### config.mk
export PLATFORM = sky130hd
export DESIGN_NAME = leve2_fetch
export DESIGN_NICKNAME = d
export VERILOG_FILES = /design/src/rtl/leve_pkg.sv /design/src/rtl/leve_sync_fifo.sv /design/src/rtl/leve2_fetch.sv
export SDC_FILE = /design/constraint.sdc
export NUM_CORES = 1
export LEC_CHECK = 0
export BUFFER_PORTS_ARGS = -buffer_cell sky130_fd_sc_hd__clkbuf_2
export CORE_MARGIN = 4
export CORE_UTILIZATION = 47
export CTS_CLUSTER_DIAMETER = 150
export DETAILED_ROUTE_END_ITERATION = 8
export PLACE_DENSITY = 0.77
export SLEW_MARGIN = 5
export SYNTH_ARGS = -nofsm -noshare
export SYNTH_HDL_FRONTEND = slang
export SYNTH_SLANG_ARGS = --single-unit
### constraint.sdc
create_clock -name CLK -period 4 [get_ports CLK]
set_clock_uncertainty 0.1 [all_clocks]
set_input_delay 0.8 -clock CLK [delete_from_list [all_inputs] [get_ports CLK]]
set_output_delay 0.8 -clock CLK [all_outputs]
set_load 0.05 [all_outputs]
### src/rtl/leve_pkg.sv
// rtl/leve_pkg.sv - shared fetch-entry type and AXI response codes for the LEVE fetch path
// LEVE_FETCH_ERR_EN adds a per-entry bus-error flag to fetch_entry_t.
`ifndef XLEN
`define XLEN 32
`endif

package leve_pkg;

  localparam logic [1:0] OKAY   = 2'b00;
  localparam logic [1:0] SLVERR = 2'b10;
  localparam logic [1:0] DECERR = 2'b11;

  typedef struct packed {
    logic [`XLEN-1:0] pc;
    logic [31:0]      instr;
`ifdef LEVE_FETCH_ERR_EN
    logic             err;
`endif
  } fetch_entry_t;

endpackage

### src/rtl/leve_sync_fifo.sv
// rtl/leve_sync_fifo.sv - synchronous FIFO with clear, occupancy count and registered head outputs
module leve_sync_fifo #(
  parameter int WIDTH = 32,
  parameter int DEPTH = 4,
  localparam int AW = $clog2(DEPTH),
  localparam int CW = AW + 1
) (
  input  logic             clk,
  input  logic             rst_n,
  input  logic             push,
  input  logic             pop,
  input  logic             clear,
  input  logic [WIDTH-1:0] din,
  output logic [WIDTH-1:0] dout,
  output logic             valid,
  output logic [CW-1:0]    count
);

  logic [WIDTH-1:0] mem [DEPTH];
  logic [AW-1:0]    rd_ptr, wr_ptr, rd_ptr_nxt;
  logic             push_en, pop_en;
  logic [CW-1:0]    after_pop, count_nxt;

  always_comb begin
    pop_en     = pop && (count != '0);
    push_en    = push && ((count != CW'(DEPTH)) || pop_en);
    after_pop  = count - CW'(pop_en);
    count_nxt  = after_pop + CW'(push_en);
    rd_ptr_nxt = rd_ptr + AW'(pop_en);
  end

  // Head register is loaded with the next head so that dout/valid come straight from flops.
  always_ff @(posedge clk or negedge rst_n) begin
    if (!rst_n) begin
      rd_ptr <= '0;
      wr_ptr <= '0;
      count  <= '0;
      valid  <= 1'b0;
      dout   <= '0;
    end else if (clear) begin
      rd_ptr <= '0;
      wr_ptr <= '0;
      count  <= '0;
      valid  <= 1'b0;
    end else begin
      rd_ptr <= rd_ptr_nxt;
      if (push_en) wr_ptr <= wr_ptr + 1'b1;
      count  <= count_nxt;
      valid  <= (count_nxt != '0);
      if (after_pop == '0) dout <= din;
      else                 dout <= mem[rd_ptr_nxt];
    end
  end

  always_ff @(posedge clk) begin
    if (push_en && !clear) mem[wr_ptr] <= din;
  end

endmodule

### src/rtl/leve2_fetch.sv
// rtl/leve2_fetch.sv - LEVE2 instruction fetch: credit-limited AXI reads into a prefetch FIFO
// LEVE_FETCH_ERR_EN: IF_ERR port, per-entry error flag and AR stall after an erroring beat.
`ifndef XLEN
`define XLEN 32
`endif

module leve2_fetch
  import leve_pkg::*;
#(
  parameter int               DEPTH    = 4,
  parameter logic [`XLEN-1:0] RESET_PC = '0
) (
  input  logic             CLK,
  input  logic             RSTn,
  input  logic             IPC_WE,
  input  logic [`XLEN-1:0] INEXT_PC,
  output logic             IF_VALID,
  input  logic             IF_READY,
  output logic [`XLEN-1:0] IF_PC,
  output logic [31:0]      IF_INSTR,
`ifdef LEVE_FETCH_ERR_EN
  output logic             IF_ERR,
`endif
  output logic             ARVALID,
  input  logic             ARREADY,
  output logic [`XLEN-1:0] ARADDR,
  input  logic             RVALID,
  output logic             RREADY,
  input  logic [31:0]      RDATA,
  input  logic [1:0]       RRESP
);

  localparam int CW = $clog2(DEPTH) + 1;
  localparam int EW = $bits(fetch_entry_t);

  logic [`XLEN-1:0] fetch_pc, ret_pc, pc_base;
  logic [CW-1:0]    outstanding, drop, occ;
  logic [CW-1:0]    out_nxt, occ_nxt, drop_nxt;
  logic [CW:0]      credit_sum;
  logic             ar_hs, ar_pend, r_hs, if_hs, keep, issue, stall_nxt;
  fetch_entry_t     push_entry, head;

  assign ar_hs   = ARVALID && ARREADY;
  assign ar_pend = ARVALID && !ARREADY;
  assign r_hs    = RVALID && RREADY;
  assign if_hs   = IF_VALID && IF_READY;
  assign keep    = r_hs && (drop == '0) && !IPC_WE;
  assign out_nxt = outstanding + CW'(ar_hs) - CW'(r_hs);
  assign occ_nxt = IPC_WE ? '0 : (occ + CW'(keep) - CW'(if_hs));
  // A redirect must also discard the beat of an AR still waiting for ARREADY.
  assign drop_nxt   = IPC_WE ? (out_nxt + CW'(ar_pend)) : (drop - CW'(r_hs && (drop != '0)));
  assign pc_base    = IPC_WE ? INEXT_PC : fetch_pc;
  assign credit_sum = {1'b0, occ_nxt} + {1'b0, out_nxt};
  assign issue      = !ar_pend && (credit_sum < (CW+1)'(DEPTH)) && !stall_nxt;

`ifdef LEVE_FETCH_ERR_EN
  logic stall;
  assign stall_nxt = IPC_WE ? 1'b0 : (stall || (keep && (RRESP != OKAY)));
  always_ff @(posedge CLK or negedge RSTn) begin
    if (!RSTn) stall <= 1'b0;
    else       stall <= stall_nxt;
  end
  assign IF_ERR = head.err;
`else
  logic unused_rresp;
  assign unused_rresp = ^RRESP;
  assign stall_nxt    = 1'b0;
`endif

  always_comb begin
    push_entry       = '0;
    push_entry.pc    = ret_pc;
    push_entry.instr = RDATA;
`ifdef LEVE_FETCH_ERR_EN
    push_entry.err   = (RRESP != OKAY);
`endif
  end

  // fetch_pc is the address the next newly-issued AR will carry.
  always_ff @(posedge CLK or negedge RSTn) begin
    if (!RSTn) begin
      fetch_pc    <= RESET_PC;
      ret_pc      <= RESET_PC;
      outstanding <= '0;
      drop        <= '0;
      ARVALID     <= 1'b0;
      ARADDR      <= '0;
      RREADY      <= 1'b0;
    end else begin
      outstanding <= out_nxt;
      drop        <= drop_nxt;
      RREADY      <= 1'b1;
      ret_pc      <= IPC_WE ? INEXT_PC : (keep ? ret_pc + `XLEN'(4) : ret_pc);
      if (ar_pend) begin
        fetch_pc <= pc_base;
      end else if (issue) begin
        ARVALID  <= 1'b1;
        ARADDR   <= pc_base;
        fetch_pc <= pc_base + `XLEN'(4);
      end else begin
        ARVALID  <= 1'b0;
        fetch_pc <= pc_base;
      end
    end
  end

  leve_sync_fifo #(.WIDTH(EW), .DEPTH(DEPTH)) u_fifo (
    .clk   (CLK),
    .rst_n (RSTn),
    .push  (keep),
    .pop   (if_hs),
    .clear (IPC_WE),
    .din   (push_entry),
    .dout  (head),
    .valid (IF_VALID),
    .count (occ)
  );

  assign IF_PC    = head.pc;
  assign IF_INSTR = head.instr;

endmodule

==> run_results.csv <==
group,metric,value,unit
status,status,"finished clean",
timing,tightest_slew,1020,ps
detailed_routing,drc,0,
power,vdd_ir_drop_max,0.682,mV
critical_path,slowest_delay,390,ps
timing,relSlewSlack,31.9,%
placed_design,hpwl,24100,um
yosys,syn_area,18000,sq um
timing,hold_violations,0,
detailed_routing,first_iter_violations,708,
cells_and_area,nets,1501,
cts,root_buffer,"clkbuf_16",
critical_path,critPathLaunchType,"flip-flop",
critical_path,cp.required,4340,ps
yosys,syn_area_per_cell,14.8,sq um
critical_path,path_class,"flip-flop to flip-flop",
timing,finalSetupViolations,0,
cts,htree_levels,2,
cts,ctsHoldBuffers,0,
grt,grt_pass1_wl,61100,um
timing,timing.fmax,263,MHz
cells_and_area,utilization,56.0,%
cells_and_area,synthToLayoutAreaGrowth,17.6,%
cells_and_area,antennaDiodeCount,0,
critical_path,cp_num_buf_inv,3,
critical_path,worstSetupEndpointType,"flip-flop",
yosys,synth_common_cells,"edfxtp_1, dfrtp_1, nand2_1",
die,design.die.area,41500,sq um
yosys,yosys_register_bits,432,
yosys,synth_area_leaders,"edfxtp_1, dfrtp_1, mux4_2",
grt,track_usage,18.7,%
grt,antenna_found_initial,0,
cells_and_area,final_layout_size_suffix_gt1_share,25.7,%
cts,path_clk_slew,60,ps
power,leakagePower,8.51,nW
detailed_routing,drt_wl_total,38500,um
timing,drv_slew,0,
die,die_h,204,um
detailed_routing,vias,10600,
power,p_per_area,578,nW/um^2
yosys,synth_cell_types,55,
detailed_routing,firstDrtPassIters,5,
critical_path,critPathSlowestCell,"dfrtp_1",
cts,tritoncts,"done",
yosys,synthCells,1213,
power,p_total,0.0122,W
die,ios,171,
placed_design,post_dp_cell_area,19700,sq um
critical_path,path_cells,"and2_1, ha_1, inv_1, ha_4, fa_2, xnor2_2, xnor2_1, nor2_1, ha_1, or3_4, nor3_4, nand4_1, buf_4, buf_4, nor3_1, xnor2_1",
detailed_routing,ant_nets,0,
yosys,synth_nets,1308,
critical_path,crit_fanout,4,
critical_path,cp_data_arrival_time,4150,ps
cts,cts_sinks,432,
detailed_routing,vias_per_cell,5.41,
yosys,yosysMostFrequentCell,"edfxtp_1",
yosys,synth_top_flop_cell,"edfxtp_1",
die,die_w,204,um
die,start_util,47.7,%
yosys,synth.top_cell.area_share,42.7,%
critical_path,cp_top_family,"simple AND/OR/NAND/NOR gates",
die,std_cell_rows,71,
die,core_area,37800,sq um
grt,grt_max_degree,169,
cts,cts_buffers,44,
grt,grt_pass1_vias,10900,
yosys,synthArstFlopShare,40.7,%
yosys,synth_area_leader_cell,"edfxtp_1",
placed_design,gp_congestion,0.832,
yosys,ys_seq_area_share,67.2,%
min_path,hold_path.class,"input port to async pin",
yosys,synth_edf_count,256,
detailed_routing,wire_per_inst,19.7,um
timing,hold_ws,137,ps
timing,min_period,3810,ps
yosys,yosysWarnings,0,
cts,clk-insertion-delay-late,560,ps
cts,cts_max_path_buffers,3,
grt,overflow,0,
flow_run,drv_cap,0,
timing,fin_crit_sh,95.2,%
cells_and_area,finish.instance_area,21200,sq um
placed_design,io_buffers,168,
flip-flops by register name (all words and copies together), names as in the netlist:
register and count:
u_fifo.rd_ptr 2, drop 3, u_fifo.count 3, outstanding 3
fetch_pc 32, ARADDR 32, ARVALID 1, u_fifo.valid 1
ret_pc 32, u_fifo.mem 256, u_fifo.dout 64, u_fifo.wr_ptr 2
RREADY 1
per-layer routing:
metal	global-route usage (%)	vias to the layer above	part of all wire [%]
met5	0	-	0
met4	4.65	0	1.6
met3	3.51	52	5.7
met2	29.1	322	47
met1	27.6	5318	45
li1	-	4871	-
worst register-to-register path: cells and delay by family, from the launching register on:
family | cells | cell delay, ps
simple gates | 6 | 1290
fa+ha+maj | 4 | 1090
xor+xnor | 3 | 430
buf+inv | 3 | 400
flops | 1 | 390
kinds of logic (layout without fill, tap and decap cells):
family / after synthesis / after routing / share of synthesized area, %
flops: 432 / 432 / 67.2
simple gates: 290 / 290 / 7.84
compound gates: 166 / 166 / 5.19
mux: 148 / 148 / 12.7
buf+inv: 86 / 315 / 2.09
xor+xnor: 67 / 67 / 3.26
fa+ha+maj: 23 / 23 / 1.68
other cells: 1 / 1 / 0.0208
worst paths after layout:
kind	cells after the start	endpoint	from	slack, ps
max	16	fetch_pc[22]$_DFF_PN0_	u_fifo.valid$_DFF_PN0_	190
max reg2reg	16	fetch_pc[22]$_DFF_PN0_	u_fifo.valid$_DFF_PN0_	190
min reg2reg	2	u_fifo.dout[2]$_DFFE_PN0N_	u_fifo.dout[2]$_DFFE_PN0N_	380
min in group CLK	2	u_fifo.dout[2]$_DFFE_PN0N_	u_fifo.dout[2]$_DFFE_PN0N_	380
min	1	u_fifo.dout[54]$_DFFE_PN0N_	RSTn	140
max in group asynchronous	2	ARADDR[14]$_DFFE_PN0P_	RSTn	2780
what timing repair did:
item / CTS / global route
setup endpoints to repair: 0 / 11
resized for setup: 0 / 7
setup buffers: 0 / 5
metrics by stage:
step / TNS, ps / instances / setup WS, ps
2_1_floorplan: -657 / 1213 / -131
3_3_place_gp: -6060 / 1866 / -312
3_5_place_dp: -6770 / 1866 / -327
4_1_cts: 0 / 1948 / 61.5
5_1_grt: -29.7 / 1953 / -26.3
6_report: 0 / 1953 / 193
placed cells by master, fill, tap and decap left out, types with 3 or more instances in the layout:
| cell type | n |
|---|---|
| nand3_1 | 22 |
| edfxtp_1 | 256 |
| clkinv_2 | 6 |
| clkbuf_16 | 45 |
| and2_1 | 3 |
| xnor2_1 | 30 |
| o21ai_0 | 122 |
| clkinv_1 | 5 |
| nand4_1 | 11 |
| nor3_2 | 3 |
| inv_6 | 3 |
| clkbuf_8 | 7 |
| buf_4 | 30 |
| nor3_4 | 3 |
| inv_1 | 24 |
| a32o_1 | 9 |
| nand3b_4 | 3 |
| a31oi_1 | 5 |
| clkbuf_2 | 166 |
| and3_1 | 6 |
| nand2b_1 | 3 |
| mux2_2 | 3 |
| nor2_1 | 22 |
| nor2b_1 | 17 |
| dfrtp_1 | 176 |
| xor2_1 | 35 |
| o21ai_1 | 4 |
| clkbuf_1 | 14 |
| and2_2 | 4 |
| ha_1 | 19 |
| a21oi_1 | 14 |
| nand4b_1 | 3 |
| nor3_1 | 5 |
| mux4_2 | 64 |
| buf_12 | 10 |
| mux2i_1 | 81 |
| nand2_1 | 169 |
power breakdown:
group	internal [W]	total (W)	leakage [nW]	switching, W
Sequential	0.00516	0.00546	4.47	0.000295
Combinational	0.000886	0.00280	3.36	0.00192
Clock	0.00230	0.00396	0.680	0.00166
area by class of cell:
class | instances | area (sq um)
fill | 2926 | 16600
sequential | 432 | 12100
multi-input combinational | 695 | 5640
timing repair buffer | 209 | 1290
clock buffer | 64 | 1250
tap | 511 | 639
clock inverter | 18 | 150
inverter | 24 | 90.1
Power figures use the tool's default switching activity.
